<file path="src/rtl/ongoru_guncelleme_hakemi_pkg.sv">
// Shared types and constants for the predictor update arbiter.
//   durum_e              : arbiter state (Bosta / Bekle / Zorla)
//   guncelleme_girdisi_t : one queued resolution {ps, yanlis, atladi}
//   PS_GENISLIK          : program counter width
package ongoru_guncelleme_hakemi_pkg;

  localparam int unsigned PS_GENISLIK = 32;

  typedef enum logic [1:0] {
    Bosta = 2'd0,
    Bekle = 2'd1,
    Zorla = 2'd2
  } durum_e;

  typedef struct packed {
    logic [PS_GENISLIK-1:0] ps;
    logic                   yanlis;
    logic                   atladi;
  } guncelleme_girdisi_t;

endpackage

</file>
<file path="src/rtl/ongoru_guncelleme_fifo.sv">
// Synchronous FIFO for queued predictor updates.
// Ports:
//   clk_i, rst_ni  : clock, asynchronous active-low reset
//   yaz_i          : push request (ignored while full)
//   yaz_veri_i     : entry to push
//   oku_i          : pop request (ignored while empty)
//   bas_o          : head entry (undefined content while empty)
//   sayi_o         : registered occupancy
//   hazir_o        : space available, from the registered count
//   bos_degil_o    : at least one entry queued
module ongoru_guncelleme_fifo
  import ongoru_guncelleme_hakemi_pkg::*;
#(
  parameter int unsigned DERINLIK = 4,
  localparam int unsigned SayiW = $clog2(DERINLIK) + 1
) (
  input  logic                clk_i,
  input  logic                rst_ni,
  input  logic                yaz_i,
  input  guncelleme_girdisi_t yaz_veri_i,
  input  logic                oku_i,
  output guncelleme_girdisi_t bas_o,
  output logic [SayiW-1:0]    sayi_o,
  output logic                hazir_o,
  output logic                bos_degil_o
);

  localparam int unsigned PtrW = $clog2(DERINLIK);

  guncelleme_girdisi_t mem_q [DERINLIK];
  logic [PtrW-1:0]     yaz_ptr_q, yaz_ptr_d;
  logic [PtrW-1:0]     oku_ptr_q, oku_ptr_d;
  logic [SayiW-1:0]    sayi_q, sayi_d;
  logic                yaz, oku;

  assign hazir_o     = (sayi_q != SayiW'(DERINLIK));
  assign bos_degil_o = (sayi_q != '0);
  assign sayi_o      = sayi_q;
  assign bas_o       = mem_q[oku_ptr_q];

  assign yaz = yaz_i & hazir_o;
  assign oku = oku_i & bos_degil_o;

  // Depth is a power of two, so pointers wrap by natural overflow.
  always_comb begin
    yaz_ptr_d = yaz_ptr_q;
    oku_ptr_d = oku_ptr_q;
    sayi_d    = sayi_q;
    if (yaz) yaz_ptr_d = yaz_ptr_q + 1'b1;
    if (oku) oku_ptr_d = oku_ptr_q + 1'b1;
    case ({yaz, oku})
      2'b10:   sayi_d = sayi_q + 1'b1;
      2'b01:   sayi_d = sayi_q - 1'b1;
      default: sayi_d = sayi_q;
    endcase
  end

  always_ff @(posedge clk_i or negedge rst_ni) begin
    if (!rst_ni) begin
      yaz_ptr_q <= '0;
      oku_ptr_q <= '0;
      sayi_q    <= '0;
    end else begin
      yaz_ptr_q <= yaz_ptr_d;
      oku_ptr_q <= oku_ptr_d;
      sayi_q    <= sayi_d;
    end
  end

  // Storage needs no reset: occupancy alone decides what is valid.
  always_ff @(posedge clk_i) begin
    if (yaz) mem_q[yaz_ptr_q] <= yaz_veri_i;
  end

endmodule

</file>
<file path="src/rtl/ongoru_guncelleme_hakemi.sv">
// Arbiter between fetch lookups and execute resolution updates on the shared
// gshare predictor port. Resolutions are queued and issued only in cycles
// without a lookup; if the head waits too long, fetch is stalled for one cycle
// and the head is forced out.
// Optional feature macro: ONGORU_SAYAC_EN adds issued-update counters.
// Ports:
//   clk_i, rst_ni                       : clock, asynchronous active-low reset
//   tahmin_ps_gecerli_i, tahmin_ps_i    : fetch lookup request / PC
//   yurut_ps_gecerli_i, yurut_ps_i      : execute resolution valid / PC
//   yanlis_tahmin_i, yurut_atladi_i     : resolution mispredict / taken flags
//   yurut_hazir_o                       : queue can accept a resolution
//   getir_durdur_o                      : fetch stall (forced-update cycle)
//   ts_tahmin_gecerli_o, ts_tahmin_ps_o : lookup toward predictor
//   ts_yurut_*_o                        : update toward predictor
//   toplam_guncelleme_o                 : issued updates (ONGORU_SAYAC_EN)
//   yanlis_guncelleme_o                 : issued mispredict updates (ONGORU_SAYAC_EN)
module ongoru_guncelleme_hakemi
  import ongoru_guncelleme_hakemi_pkg::*;
#(
  parameter int unsigned FIFO_DERINLIK  = 4,
  parameter int unsigned BEKLEME_SINIRI = 8
) (
  input  logic        clk_i,
  input  logic        rst_ni,
  input  logic        tahmin_ps_gecerli_i,
  input  logic [31:0] tahmin_ps_i,
  input  logic        yurut_ps_gecerli_i,
  input  logic [31:0] yurut_ps_i,
  input  logic        yanlis_tahmin_i,
  input  logic        yurut_atladi_i,
  output logic        yurut_hazir_o,
  output logic        getir_durdur_o,
`ifdef ONGORU_SAYAC_EN
  output logic [31:0] toplam_guncelleme_o,
  output logic [31:0] yanlis_guncelleme_o,
`endif
  output logic        ts_tahmin_gecerli_o,
  output logic [31:0] ts_tahmin_ps_o,
  output logic        ts_yurut_gecerli_o,
  output logic [31:0] ts_yurut_ps_o,
  output logic        ts_yanlis_tahmin_o,
  output logic        ts_yurut_atladi_o
);

  localparam int unsigned SayiW = $clog2(FIFO_DERINLIK) + 1;
  localparam int unsigned BekW  = $clog2(BEKLEME_SINIRI);
  localparam logic [BekW-1:0] SinirM1 = BekW'(BEKLEME_SINIRI - 1);

  durum_e              durum_q, durum_d;
  logic [BekW-1:0]     bekleme_q, bekleme_d;
  guncelleme_girdisi_t yeni, bas;
  logic [SayiW-1:0]    sayi;
  logic                hazir, bos_degil;
  logic                itme, ver, engelli, zorla, son_girdi;

  assign yeni = '{ps: yurut_ps_i, yanlis: yanlis_tahmin_i, atladi: yurut_atladi_i};

  ongoru_guncelleme_fifo #(
    .DERINLIK (FIFO_DERINLIK)
  ) u_fifo (
    .clk_i       (clk_i),
    .rst_ni      (rst_ni),
    .yaz_i       (itme),
    .yaz_veri_i  (yeni),
    .oku_i       (ver),
    .bas_o       (bas),
    .sayi_o      (sayi),
    .hazir_o     (hazir),
    .bos_degil_o (bos_degil)
  );

  assign zorla     = (durum_q == Zorla);
  assign itme      = yurut_ps_gecerli_i & hazir;
  assign ver       = bos_degil & (~tahmin_ps_gecerli_i | zorla);
  assign engelli   = bos_degil & ~ver;
  // Popping the last entry with nothing arriving leaves the queue empty.
  assign son_girdi = (sayi == SayiW'(1)) & ~itme;

  assign yurut_hazir_o       = hazir;
  assign getir_durdur_o      = zorla;
  assign ts_tahmin_gecerli_o = tahmin_ps_gecerli_i & ~zorla;
  assign ts_tahmin_ps_o      = tahmin_ps_i;
  assign ts_yurut_gecerli_o  = ver;
  // Head drives the update port directly; zeroed while the queue is empty.
  assign ts_yurut_ps_o       = bos_degil ? bas.ps : '0;
  assign ts_yanlis_tahmin_o  = bos_degil & bas.yanlis;
  assign ts_yurut_atladi_o   = bos_degil & bas.atladi;

  always_comb begin
    durum_d   = durum_q;
    bekleme_d = bekleme_q;

    if (!bos_degil || ver) begin
      bekleme_d = '0;
    end else if (bekleme_q != SinirM1) begin
      bekleme_d = bekleme_q + 1'b1;
    end

    case (durum_q)
      Bosta: if (itme) durum_d = Bekle;
      Bekle: begin
        if (engelli && (bekleme_q == SinirM1)) begin
          durum_d = Zorla;
        end else if (ver && son_girdi) begin
          durum_d = Bosta;
        end
      end
      Zorla:   durum_d = son_girdi ? Bosta : Bekle;
      default: durum_d = Bosta;
    endcase
  end

  always_ff @(posedge clk_i or negedge rst_ni) begin
    if (!rst_ni) begin
      durum_q   <= Bosta;
      bekleme_q <= '0;
    end else begin
      durum_q   <= durum_d;
      bekleme_q <= bekleme_d;
    end
  end

`ifdef ONGORU_SAYAC_EN
  logic [31:0] toplam_q, yanlis_q;

  always_ff @(posedge clk_i or negedge rst_ni) begin
    if (!rst_ni) begin
      toplam_q <= '0;
      yanlis_q <= '0;
    end else if (ver) begin
      toplam_q <= toplam_q + 32'd1;
      if (bas.yanlis) yanlis_q <= yanlis_q + 32'd1;
    end
  end

  assign toplam_guncelleme_o = toplam_q;
  assign yanlis_guncelleme_o = yanlis_q;
`endif

endmodule

</file>
<file path="config.mk">
export PLATFORM = sky130hd
export DESIGN_NAME = ongoru_guncelleme_hakemi
export DESIGN_NICKNAME = d
export VERILOG_FILES = /design/src/rtl/ongoru_guncelleme_hakemi_pkg.sv /design/src/rtl/ongoru_guncelleme_fifo.sv /design/src/rtl/ongoru_guncelleme_hakemi.sv
export SDC_FILE = /design/constraint.sdc
export NUM_CORES = 1
export LEC_CHECK = 0
export ABC_AREA = 1
export BUFFER_PORTS_ARGS = -buffer_cell sky130_fd_sc_hd__buf_4
export CAP_MARGIN = 15
export CORE_MARGIN = 2
export CORE_UTILIZATION = 45
export CTS_CLUSTER_DIAMETER = 200
export DETAILED_ROUTE_END_ITERATION = 8
export HOLD_SLACK_MARGIN = 0.12
export PLACE_DENSITY = 0.67
export SLEW_MARGIN = 20
export SYNTH_ARGS = -nofsm -noshare
export SYNTH_HDL_FRONTEND = slang
export SYNTH_HIERARCHICAL = 1
export SYNTH_SLANG_ARGS = --single-unit
</file>
<file path="constraint.sdc">
create_clock -name clk_i -period 3.39 [get_ports clk_i]
set_clock_uncertainty 0.1 [all_clocks]
set_input_delay 0.1695 -clock clk_i [delete_from_list [all_inputs] [get_ports clk_i]]
set_output_delay 0.1695 -clock clk_i [all_outputs]
set_load 0.05 [all_outputs]
</file>
### Word level (Yosys, flattened, before mapping)

Memories as Yosys holds them, arrays and structs flattened.
Index checks and enable logic that the tools add are counted.

* bits in writable memories: 136
* memories: 1
* output and inout bits: 70
* input port bits: 70
* logic and storage cells: 55
* flip-flop bits (word level): 12

* reductions and logical operators: 9
* multiplexer cells: 11
* equal/unequal tests: 10
* $add $sub $neg: 5
* bitwise logic cells: 14

Memories
* u_fifo.mem_q: words 4, bits a word 34, read ports 1, clocked after Yosys merged registers in 0, write ports 1, RTL line ongoru_guncelleme_fifo.sv:30 `guncelleme_girdisi_t mem_q [DERINLIK];`

Operator list (number)
* 2-to-1 mux 32 bit: 1
* AND 1 bit: 9
* != test 3 bit (second input constant): 3
* adder 3 x 1 -> 3 bit (second input constant): 2
* 2-to-1 mux 2 bit: 3
* 2-to-1 mux 3 bit: 2
* one-hot mux 2 bit (3 select lines): 1
* one-hot mux 3 bit (2 select lines): 1
* adder 2 x 1 -> 2 bit (second input constant): 2
* == test 2 x 1 -> 1 bit (second input constant): 2
* == test 2 bit (second input constant): 2
* NOT 1 bit: 4
* nonzero test 2 bit: 2
* == test 3 x 1 -> 1 bit (second input constant): 1
* == test 3 bit (second input constant): 1
* 2-to-1 mux 1 bit: 3
* nonzero test 3 bit: 1
* subtractor 3 x 1 -> 3 bit (second input constant): 1
* logical AND 1 bit: 2
* zero test 2 bit: 1
* != test 2 bit (second input constant): 1
* AND reduction 2 bit: 1
* zero test 1 bit: 1
* logical OR 1 bit: 1
* bitwise OR 1 bit: 1

### Longest topological paths before layout

Gate-level depths: netlist of the first run.

* depth after elaboration: 8
* depth in mapped cells: 15
* mapped depth without buffers: 15

### Hierarchy

Netlist of the first run, hierarchy kept.

Modules (own cells, without submodules)
* ongoru_guncelleme_fifo: cells an instance 456, seq. area each 4259.1 sq um, area an instance 5916.9 sq um, times used 1
* ongoru_guncelleme_hakemi: cells an instance 143, seq. area each 125.1 sq um, area an instance 817.0 sq um, times used 1

### Worst setup path before layout of the first run

Ideal clock, no wire load.

* path type: register -> register
* from: register u_fifo.sayi_q[1], in the netlist u_fifo/sayi_o[1]
* to: memory u_fifo/mem_q[0][0] (netlist name) (enable)
* required time: 2865 ps
* slack: 73 ps
* clock period less this slack: 3317 ps
* path buffers: 0
* setup time: 425 ps
* cell stages (with the launch flop): 7
* arrival: 2792 ps
* cells stage by stage: dfrtp_1 > inv_1 > nand3_1 > nand2_1 > inv_1 > nand2_1 > nor2_1

* longest elaborated chain between the ends: 5

Ends and longest elaborated chain
* from (decl): RTL line ongoru_guncelleme_fifo.sv:33 `logic [SayiW-1:0] sayi_q, sayi_d;`
* from (signal assigned): RTL line ongoru_guncelleme_fifo.sv:66 `sayi_q <= sayi_d;`
* != test 3 bit: RTL line ongoru_guncelleme_fifo.sv:36 `assign hazir_o = (sayi_q != SayiW'(DERINLIK));`
* net yurut_hazir_o: RTL line ongoru_guncelleme_hakemi.sv:31 `output logic yurut_hazir_o,`
* AND 1 bit: RTL line ongoru_guncelleme_hakemi.sv:73 `assign itme = yurut_ps_gecerli_i & hazir;`
* net itme: RTL line ongoru_guncelleme_hakemi.sv:54 `logic itme, ver, engelli, zorla, son_girdi;`
* AND 1 bit: RTL line ongoru_guncelleme_fifo.sv:41 `assign yaz = yaz_i & hazir_o;`
* 2-to-1 mux 1 bit: RTL line ongoru_guncelleme_fifo.sv:72 `if (yaz) mem_q[yaz_ptr_q] <= yaz_veri_i;`
* 2-to-1 mux 1 bit (not written as such): RTL line ongoru_guncelleme_fifo.sv:72
* to (decl): RTL line ongoru_guncelleme_fifo.sv:30

The timed path passes the listed nets, and every way through them passes these cells.

### Worst setup path in the final report of the first run

* from: register u_fifo.sayi_q[0], in the netlist u_fifo/sayi_o[0]
* to: register u_fifo.sayi_q[2], in the netlist u_fifo/sayi_o[2]

* longest elaborated chain between the ends: 5
* elaborated cells between the ends (all ways): 12

Ends and longest elaborated chain
* != test 3 bit (*): RTL line ongoru_guncelleme_fifo.sv:36
* AND 1 bit (*): RTL line ongoru_guncelleme_hakemi.sv:73
* net itme: RTL line ongoru_guncelleme_hakemi.sv:54
* AND 1 bit (*): RTL line ongoru_guncelleme_fifo.sv:41
* == test 2 x 1 -> 1 bit or == test 2 bit (tied branches): RTL line ongoru_guncelleme_fifo.sv:51 `case ({yaz, oku})`
* one-hot mux 3 bit (2 select lines) or nonzero test 2 bit (tied branches)

The timed path passes the listed nets; every way through them passes the cells marked *.
A chain may end at the register's enable or synchronous reset.

==> key figures, run 1 <==
Status
  – Status: finished clean

Final layout
  – Final non-filler cell total: 878
  – Ant diodes: 0
  – Share of layout cells above drive strength 1: 17.3%
  – Most common cell after layout, fill and taps aside: nand2_1
  – Area delta synth->final: 19.8%
  – FILL cells: between 1000 and 1500
  – Final nets: about 760
  – Commonest cells after routing, fill and taps aside: nand2_1 (163), edfxtp_1 (136), inv_1 (122)

Worst setup path
  – Slowest CP cell: dfrtp_1
  – Crit path DAT: approximately 2.8 ns
  – Worst Setup Start Kind: flop
  – Crit-path cells: inv_1 -> nand3_1 -> nand2_1 -> inv_1 -> nand2_1 -> ha_1 -> inv_1 -> fa_1 -> nand2_1 -> nand3_1 -> nand2_1 -> nand2_1
  – Critical path class: flop to flop
  – Top cell by count, worst path: nand2_1
  – Worst endpoint required time: ~3.6 ns
  – CP endpoint kind: flop
  – CP peak stage delay: 0.40 ns
  – Reg2reg setup slack: ~0.80 ns
  – Crit Path Max Fanout: 7

Routing
  – Total routed wirelength: 12500 um
  – WL per Instance: roughly 14 um
  – Iter 0 DRT Violations: 270
  – Initial DRT Pass Iterations: 4
  – Residual DRC: 0
  – Via count: between 4000 and 5000
  – DR vias/cell: approximately 4.8
  – Antenna viol nets, final: 0

CTS
  – Clock Sinks: ~150
  – Cts bufs inserted: 17
  – CTS root buf: clkbuf_16
  – Post_cts resized: 0
  – Clock network latency to the later pin of the worst-skew pair: just over 0.4 ns
  – CTS tree: yes
  – Clock buffer depth: 2
  – Clk pin slew, worst setup/hold paths: ~0.060 ns
  – H-tree Lvls: 4

Yosys
  – Seq/Total Area, Yosys: ~65%
  – Synth warn: 6
  – Cells after Synth: 599
  – Flop and latch count out of synthesis: roughly 150
  – Post-synth ARST share: just over 8%
  – Top FF cell, synth: edfxtp_1
  – Net Count, Synth: around 680
  – Syn avg cell area: roughly 11 sq um
  – EDFF count, synth: around 140
  – Synth Cell Area: roughly 6700 sq um
  – Post-synth cell types: 23

Die
  – Die ar.: roughly 16000 sq um
  – Width of the die: 126 um
  – Die H: about 130 um
  – Row count: 44
  – Starting Density: a little under half
  – I/O Pins: 140
  – Core outline area: ~15000 sq um

Timing
  – Peak Freq: roughly 390 MHz
  – Final Max Tran Viols: 0
  – Fin crit share: between 70% and 80%
  – Min Tclk post-route: around 2.6 ns
  – RSZ-0062 raised after global routing: no
  – Hold_ws: ~0.24 ns
  – Fin. Hold Viols: 0
  – Final setup viols: 0
  – Relative slew slack: 50.6%
  – Worst-margin pin slew: 0.740 ns
  – Worst setup margin: 0.804 ns
  – Setup_tns: 0 ns

Power
  – Leakage: 3.60 nW
  – PwrDens: between 1000 and 1500 nW/um^2
  – Peak VDD IR: between 0.8 and 0.9 mV
  – Pwr Total: ~8.1 mW

Global routing
  – Gr usage total: ~16%
  – Pin count of the biggest net entering global routing: 73
  – Antenna violations before repair: 0
  – Vias in the first global route: approximately 4200
  – Grt total ovfl: 0
  – First-pass GRT wire length: between 20000 and 25000 um

Placed design
  – Placed Cells: just over 800
  – PortBufs: 75
  – Gpl congestion: slightly below 0.8
  – Dpl hpwl: 7560 um
  – Dpl ws: 0.849 ns

Run
  – Max_cap viols: 0

Worst hold path
  – Hold Crit Class: input port to output pin
[Yosys cell counts, drive strengths merged, types with 2 or more instances]
| cell | instances | area share (%) |
|---|---|---|
| nand2 | 165 | 9.3 |
| edfxtp | 136 | 61 |
| inv | 126 | 7.0 |
| o211ai | 68 | 7.6 |
| buf | 52 | 6.1 |
| dfrtp | 12 | 4.5 |
| nand3 | 8 | 0.59 |
| nor2 | 8 | 0.56 |
| ha | 7 | 1.3 |
| clkbuf | 6 | 1.2 |
| a21oi | 2 | 0.15 |
| nand4 | 2 | 0.19 |
| o21ai | 2 | 0.15 |
[layer usage]
| layer | part of all wire, % | global-route usage [%] | wire length (um) |
|---|---|---|---|
| met3 | 5.5 | 3.84 | 689 |
| met1 | 45 | 20.9 | 5580 |
| met2 | 48 | 27.1 | 5950 |
| met5 | 0 | 0 | 0 |
| met4 | 2.2 | 7.05 | 275 |
[state kept, by name, indices dropped and copies added (netlist names)]
| name | flops |
|---|---|
| bekleme_q | 3 |
| durum_q | 2 |
| u_fifo/mem_q | 136 |
| u_fifo/oku_ptr_q | 2 |
| u_fifo/sayi_o | 3 |
| u_fifo/yaz_ptr_q | 2 |
[power breakdown]
part | internal, mW | leakage, nW | switching, mW
combinational | 1.10 | 1.94 | 2.78
sequential | 2.42 | 1.39 | 0.109
clock | 1.06 | 0.268 | 0.671
total | 4.58 | 3.60 | 3.56
[area by class of cell]
type / instances / area [sq um] / area share, %
flip-flops and latches: 148 / 4380 / 54.3
multi-input cells: 267 / 1420 / 17.6
repair buffers: 121 / 1020 / 12.6
inverters: 126 / 475 / 5.89
clock buffers: 18 / 429 / 5.32
well taps: 184 / 230 / 2.85
clock inverters: 14 / 119 / 1.47
[kinds of logic after synthesis]
family | count (synthesis) | synth area share (%)
AOI/OAI and AO/OA | 72 | 7.88
buffers and inverters | 184 | 14.4
DFF | 148 | 65.1
and+or+nand+nor | 185 | 10.8
xor gates and xnor gates | 2 | 0.260
adders and majority gates | 8 | 1.60
[worst max-delay path, delay by kind of cell (launching register included)]
family | cells | cell delay [ns]
fa+ha+maj | 2 | 0.64
simple gates | 7 | 1.03
flops | 1 | 0.40
buf+inv | 3 | 0.31
[stage by stage]
step	util (%)	instance area [sq um]
after floorplan	-	6730
after global placement	49.0	7140
after detailed placement	49.0	7140
after CTS	55.3	8070
after global routing	55.3	8070
final	55.3	8070
[path summary, 6_finish.rpt]
| kind | cells after the start | endpoint | from |
|---|---|---|---|
| setup reg to reg | 12 | u_fifo/sayi_o[2]$_DFFE_PN0P_ | u_fifo/sayi_o[0]$_DFFE_PN0P_ |
| setup / recovery | 12 | u_fifo/sayi_o[2]$_DFFE_PN0P_ | u_fifo/sayi_o[0]$_DFFE_PN0P_ |
| hold / removal | 0 | ts_tahmin_ps_o[16] | tahmin_ps_i[16] |
| min in group asynchronous | 3 | durum_q[1]$_DFFE_PN0P_ | rst_ni |
| hold reg to reg | 1 | u_fifo/sayi_o[0]$_DFFE_PN0P_ | u_fifo/sayi_o[0]$_DFFE_PN0P_ |
| max in group asynchronous | 3 | u_fifo/oku_ptr_q[0]$_DFFE_PN0P_ | rst_ni |
[repair_timing]
| item | in CTS | in global routing |
|---|---|---|
| hold buffers | 38 | 0 |
| setup buffers | 0 | 0 |
| hold endpoints to repair | 156 | 0 |
(Power assumes the default switching activity.)
==> run 2: changes to the inputs <==
- ABC_AREA: 1 -> 0
- PLACE_DENSITY: 0.67 -> 0.7
- clock period: 3.39 -> 2.1 ns (I/O delays scaled with it)
==> run 2 against run 1 <==
Effect of this change:
- the flow now finishes with violations (negative setup slack)
- first-iteration DRC count is 36% lower
- clock power is 50% higher
- design area is 5.8% higher
- register-to-register slack worse by 0.95 ns
- largest power group unchanged
- highest routed layer unchanged
==> key figures, run 2 <==
Status
  – Status: finished, violations left
  – Failing checks: negative setup slack

Yosys
  – Flop and latch count out of synthesis: 148 (unchanged)
  – Seq/Total Area, Yosys: 71.9% (+6.8 points)
  – Synth warn: 6 (unchanged)
  – Synth top area share: 67.0% (+6.3 points)
  – Net Count, Synth: 391 (-42%)
  – Top FF cell, synth: edfxtp_1
  – Commonest cells post-synth: edfxtp_1 (136), and2_1 (36), buf_4 (35), mux4_2 (34), dfrtp_1 (12)
  – Most common cell in the netlist: edfxtp_1
  – Post-synth ARST share: 8.11% (unchanged)
  – Post-synth cell types: 28 (+22%)
  – Synth Cell Area: 6100 sq um (-9.4%)
  – EDFF count, synth: 136 (unchanged)
  – Syn avg cell area: 19.5 sq um (+73%)
  – Cells after Synth: 313 (-48%)
  – Area contributors post-synth: edfxtp_1 (67%), mux4_2 (13%), dfrtp_1 (4.9%), buf_4 (4.3%), and2_1 (3.7%)
  – Largest area contributor in the netlist: edfxtp_1

Power
  – Cell-internal power: 8.92 mW (+95%)
  – Seq pwr share: 29.2% (-1.8 points)
  – Sw frac: 36.6% (-7.2 points)
  – Peak VDD IR: 0.957 mV (+17%)
  – Leakage: 3.21 nW (-11%)
  – Pwr Total: 14.1 mW (+73%)
  – Comb pwr share: 52.3% (+4.6 points)
  – Clock share of power: 18.5% (-2.8 points)
  – Psw: 5.15 mW (+44%)
  – PwrDens: 1650 nW/um^2 (+63%)

CTS
  – Cts bufs inserted: 17 (unchanged)
  – Clk pin slew, worst setup/hold paths: 0.06 ns (about the same)
  – Clock network latency to the later pin of the worst-skew pair: 0.41 ns (about the same)
  – Clock Sinks: 148 (unchanged)
  – CTS root buf: clkbuf_16
  – Clock buffer depth: 2 (unchanged)
  – H-tree Lvls: 4 (unchanged)
  – CTS tree: yes

Placed design
  – Dpl hpwl: 7200 um (-4.7%)
  – Gpl congestion: 0.697 (-11%)
  – Placed cell areas: 6870 sq um (-3.8%)
  – PortBufs: 75 (unchanged)

Routing
  – WL per Instance: 19.2 um (+35%)
  – Total routed wirelength: 12600 um (+0.76%)
  – Iter 0 DRT Violations: 174 (-36%)
  – Initial DRT Pass Iterations: 4 (unchanged)
  – Antenna viol nets, final: 0 (unchanged)
  – Residual DRC: 0 (unchanged)
  – DR vias/cell: 5.07 (+5.8%)
  – Via count: 3323 (-21%)

Global routing
  – Antenna violations before repair: 0 (unchanged)
  – Grt total ovfl: 0 (unchanged)
  – Met3 global-route usage: 5.05% (+1.2 points)
  – First-pass GRT wire length: 18500 um (-9.3%)
  – Pin count of the biggest net entering global routing: 37 (-49%)
  – GRT Max-Usage Layer: met2
  – Gr usage total: 17.4% (+0.98 points)
  – Vias in the first global route: 3571 (-15%)
  – GR Layer Usage met2: 31.9% (+4.7 points)
  – Global-route met1 utilization: 19.3% (-1.7 points)

Timing
  – Hold_ws: 0.175 ns (-0.0638 ns)
  – Worst setup margin: -0.147 ns (-0.950 ns)
  – Relative slew slack: 61.0% (+10 points)
  – Final setup viols: 34 (+34)
  – Peak Freq: 445 MHz (+15%)
  – Worst-margin pin slew: 0.583 ns (-0.157 ns)
  – RSZ-0062 raised after global routing: yes
  – Final Max Tran Viols: 0 (unchanged)
  – Fin crit share: 107% (+31 points)
  – Min Tclk post-route: 2.25 ns (-0.340 ns)
  – Fin. Hold Viols: 0 (unchanged)

Final layout
  – Area delta synth->final: 40.0%
  – Biggest register: u_fifo/mem_q
  – Most common cell after layout, fill and taps aside: edfxtp_1
  – Ant diodes: 0 (unchanged)
  – Utilization after layout: 64.5% (+9.1 points)
  – Final nets: 548 (-28%)
  – Commonest cells after routing, fill and taps aside: edfxtp_1 (136), dlygate4sd3_1 (70), buf_4 (60)
  – Finished Cell Area: 8540 sq um (+5.8%)
  – Share of layout cells above drive strength 1: 46.7% (+29 points)
  – Number of flip-flops in the largest register: 136 (unchanged)

Worst setup path
  – CP delay by family, top: simple AND/OR/NAND/NOR gates
  – CP endpoint kind: flop
  – Crit path DAT: 2.44 ns (-0.35 ns)
  – Slowest CP cell: or3_4
  – Top cell by count, worst path: xor2_1
  – Worst r2r src: u_fifo/sayi_o[1]$_DFFE_PN0P_
  – Worst endpoint required time: 2.30 ns (-1.29 ns)
  – CP peak stage delay: 0.45 ns (+0.05 ns)
  – Crit-path cells: buf_4 -> or3_4 -> inv_4 -> nor2_4 -> o31a_2 -> ha_4 -> inv_2 -> fa_2 -> xor2_1 -> nor2_1 -> xor2_1
  – Buffers and inverters on the worst path: 3 (unchanged)
  – Crit Path Max Fanout: 5 (-2)
  – Worst Setup Start Kind: flop
  – Reg2reg setup slack: -0.15 ns (-0.95 ns)
  – R2R Path End: u_fifo/sayi_o[2]$_DFFE_PN0P_
  – Critical path class: flop to flop
  – R2R depth: 11 (-1)

Die
  – Die ar.: 14500 sq um (-9.2%)
  – Die H: 120 um (-4.7%)
  – I/O Pins: 140 (unchanged)
  – Row count: 42 (-4.5%)
  – Width of the die: 120 um (-4.7%)
  – Starting Density: 46.1% (-0.11 points)
  – Core outline area: 13200 sq um (-9.2%)

Worst hold path
  – Hold Crit Class: input port to flop
  – Hold depth: 5 (+5)
  – Worst hold start: yurut_ps_gecerli_i
  – Hold Crit Endpoint: u_fifo/yaz_ptr_q[0]$_DFFE_PN0P_

Run
  – Max_cap viols: 0 (unchanged)
-- run 2: cell types whose count changed in the layout (fill, tap and decap cells not counted), moves of 4 or more --
cell,change
nand2_1,-162
inv_1,-116
o211ai_1,-68
and2_4,+37
buf_6,+36
mux4_2,+34
dlygate4sd3_1,+32
buf_4,-22
buf_12,+7
nand3_1,-6
clkbuf_16,+5
and3_2,+4
nor2_4,-4
-- run 2: metrics by stage --
step	cells	setup TNS, ns	worst slack (ns)
6_report	656	-1.24	-0.147
5_1_grt	656	-3.18	-0.176
4_1_cts	644	-0.942	-0.0929
3_5_place_dp	544	-0.127	-0.121
3_3_place_gp	544	-0.0830	-0.0830
2_1_floorplan	313	-0.462	-0.285
-- run 2: final cells by class --
| type | count | area (sq um) |
|---|---|---|
| Clock buffer | 19 | 433 |
| Clock inverter | 10 | 68.8 |
| Fill cell | 909 | 4710 |
| Inverter | 9 | 36.3 |
| Multi-Input combinational cell | 112 | 1500 |
| Sequential cell | 148 | 4390 |
| Tap cell | 176 | 220 |
| Timing Repair Buffer | 182 | 1890 |
-- run 2: cell families after synthesis --
| group | Yosys count | share of synthesized area (%) |
|---|---|---|
| flip-flops | 148 | 71.9 |
| AO/OA/AOI/OAI | 5 | 1.03 |
| multiplexers | 38 | 13.3 |
| AND/OR/NAND/NOR | 54 | 5.54 |
| XOR/XNOR | 7 | 1.01 |
| adder cells (fa/ha/maj) | 8 | 1.76 |
| buffers and inverters | 53 | 5.48 |
-- run 2: repair_timing --
| action | 4_1_cts | 5_1_grt |
|---|---|---|
| gates resized for setup | 50 | 30 |
| pin swaps | 5 | 5 |
| gates cloned | 0 | 7 |
| setup buffers | 1 | 5 |
| endpoints found under the hold margin | 185 | 0 |
| hold buffers | 70 | 0 |
| endpoints found under the setup margin | 36 | 36 |
-- run 2: power by group through the flow --
stage | clock, mW | sequential (mW) | combinational [mW]
final | 2.60 | 4.10 | 7.36
after global routing | 2.78 | 4.16 | 7.70
after CTS | 2.66 | 4.10 | 6.64
after detailed placement | 0 | 4.15 | 5.78
after global placement | 0 | 4.11 | 5.73
after floorplan | 0 | 4.10 | 4.20
-- run 2: layer usage --
metal  wire (um)  share of wire, %
met2        6980                55
met4         133               1.1
met3         654               5.2
met5           0                 0
met1        4830                38
-- run 2: tightest hold or removal path, delay by kind of cell --
family / cells / cell delay [ns]
xor+xnor: 1 / 0.06
simple gates: 2 / 0.28
buf+inv: 2 / 0.21
-- run 2: worst max-delay path by stage --
stage                     slack, ns  cells after the start                            to                    startpoint
final                         -0.15                     11  u_fifo/sayi_o[2]$_DFFE_PN0P_  u_fifo/sayi_o[1]$_DFFE_PN0P_
after global routing          -0.18                     11  u_fifo/sayi_o[2]$_DFFE_PN0P_  u_fifo/sayi_o[2]$_DFFE_PN0P_
after CTS                     -0.09                     10  u_fifo/sayi_o[2]$_DFFE_PN0P_  u_fifo/sayi_o[0]$_DFFE_PN0P_
after detailed placement      -0.12                     10  u_fifo/sayi_o[2]$_DFFE_PN0P_  u_fifo/sayi_o[1]$_DFFE_PN0P_
after global placement        -0.08                     10  u_fifo/sayi_o[2]$_DFFE_PN0P_  u_fifo/sayi_o[1]$_DFFE_PN0P_
after floorplan               -0.29                     10  u_fifo/sayi_o[2]$_DFFE_PN0P_  u_fifo/sayi_o[1]$_DFFE_PN0P_
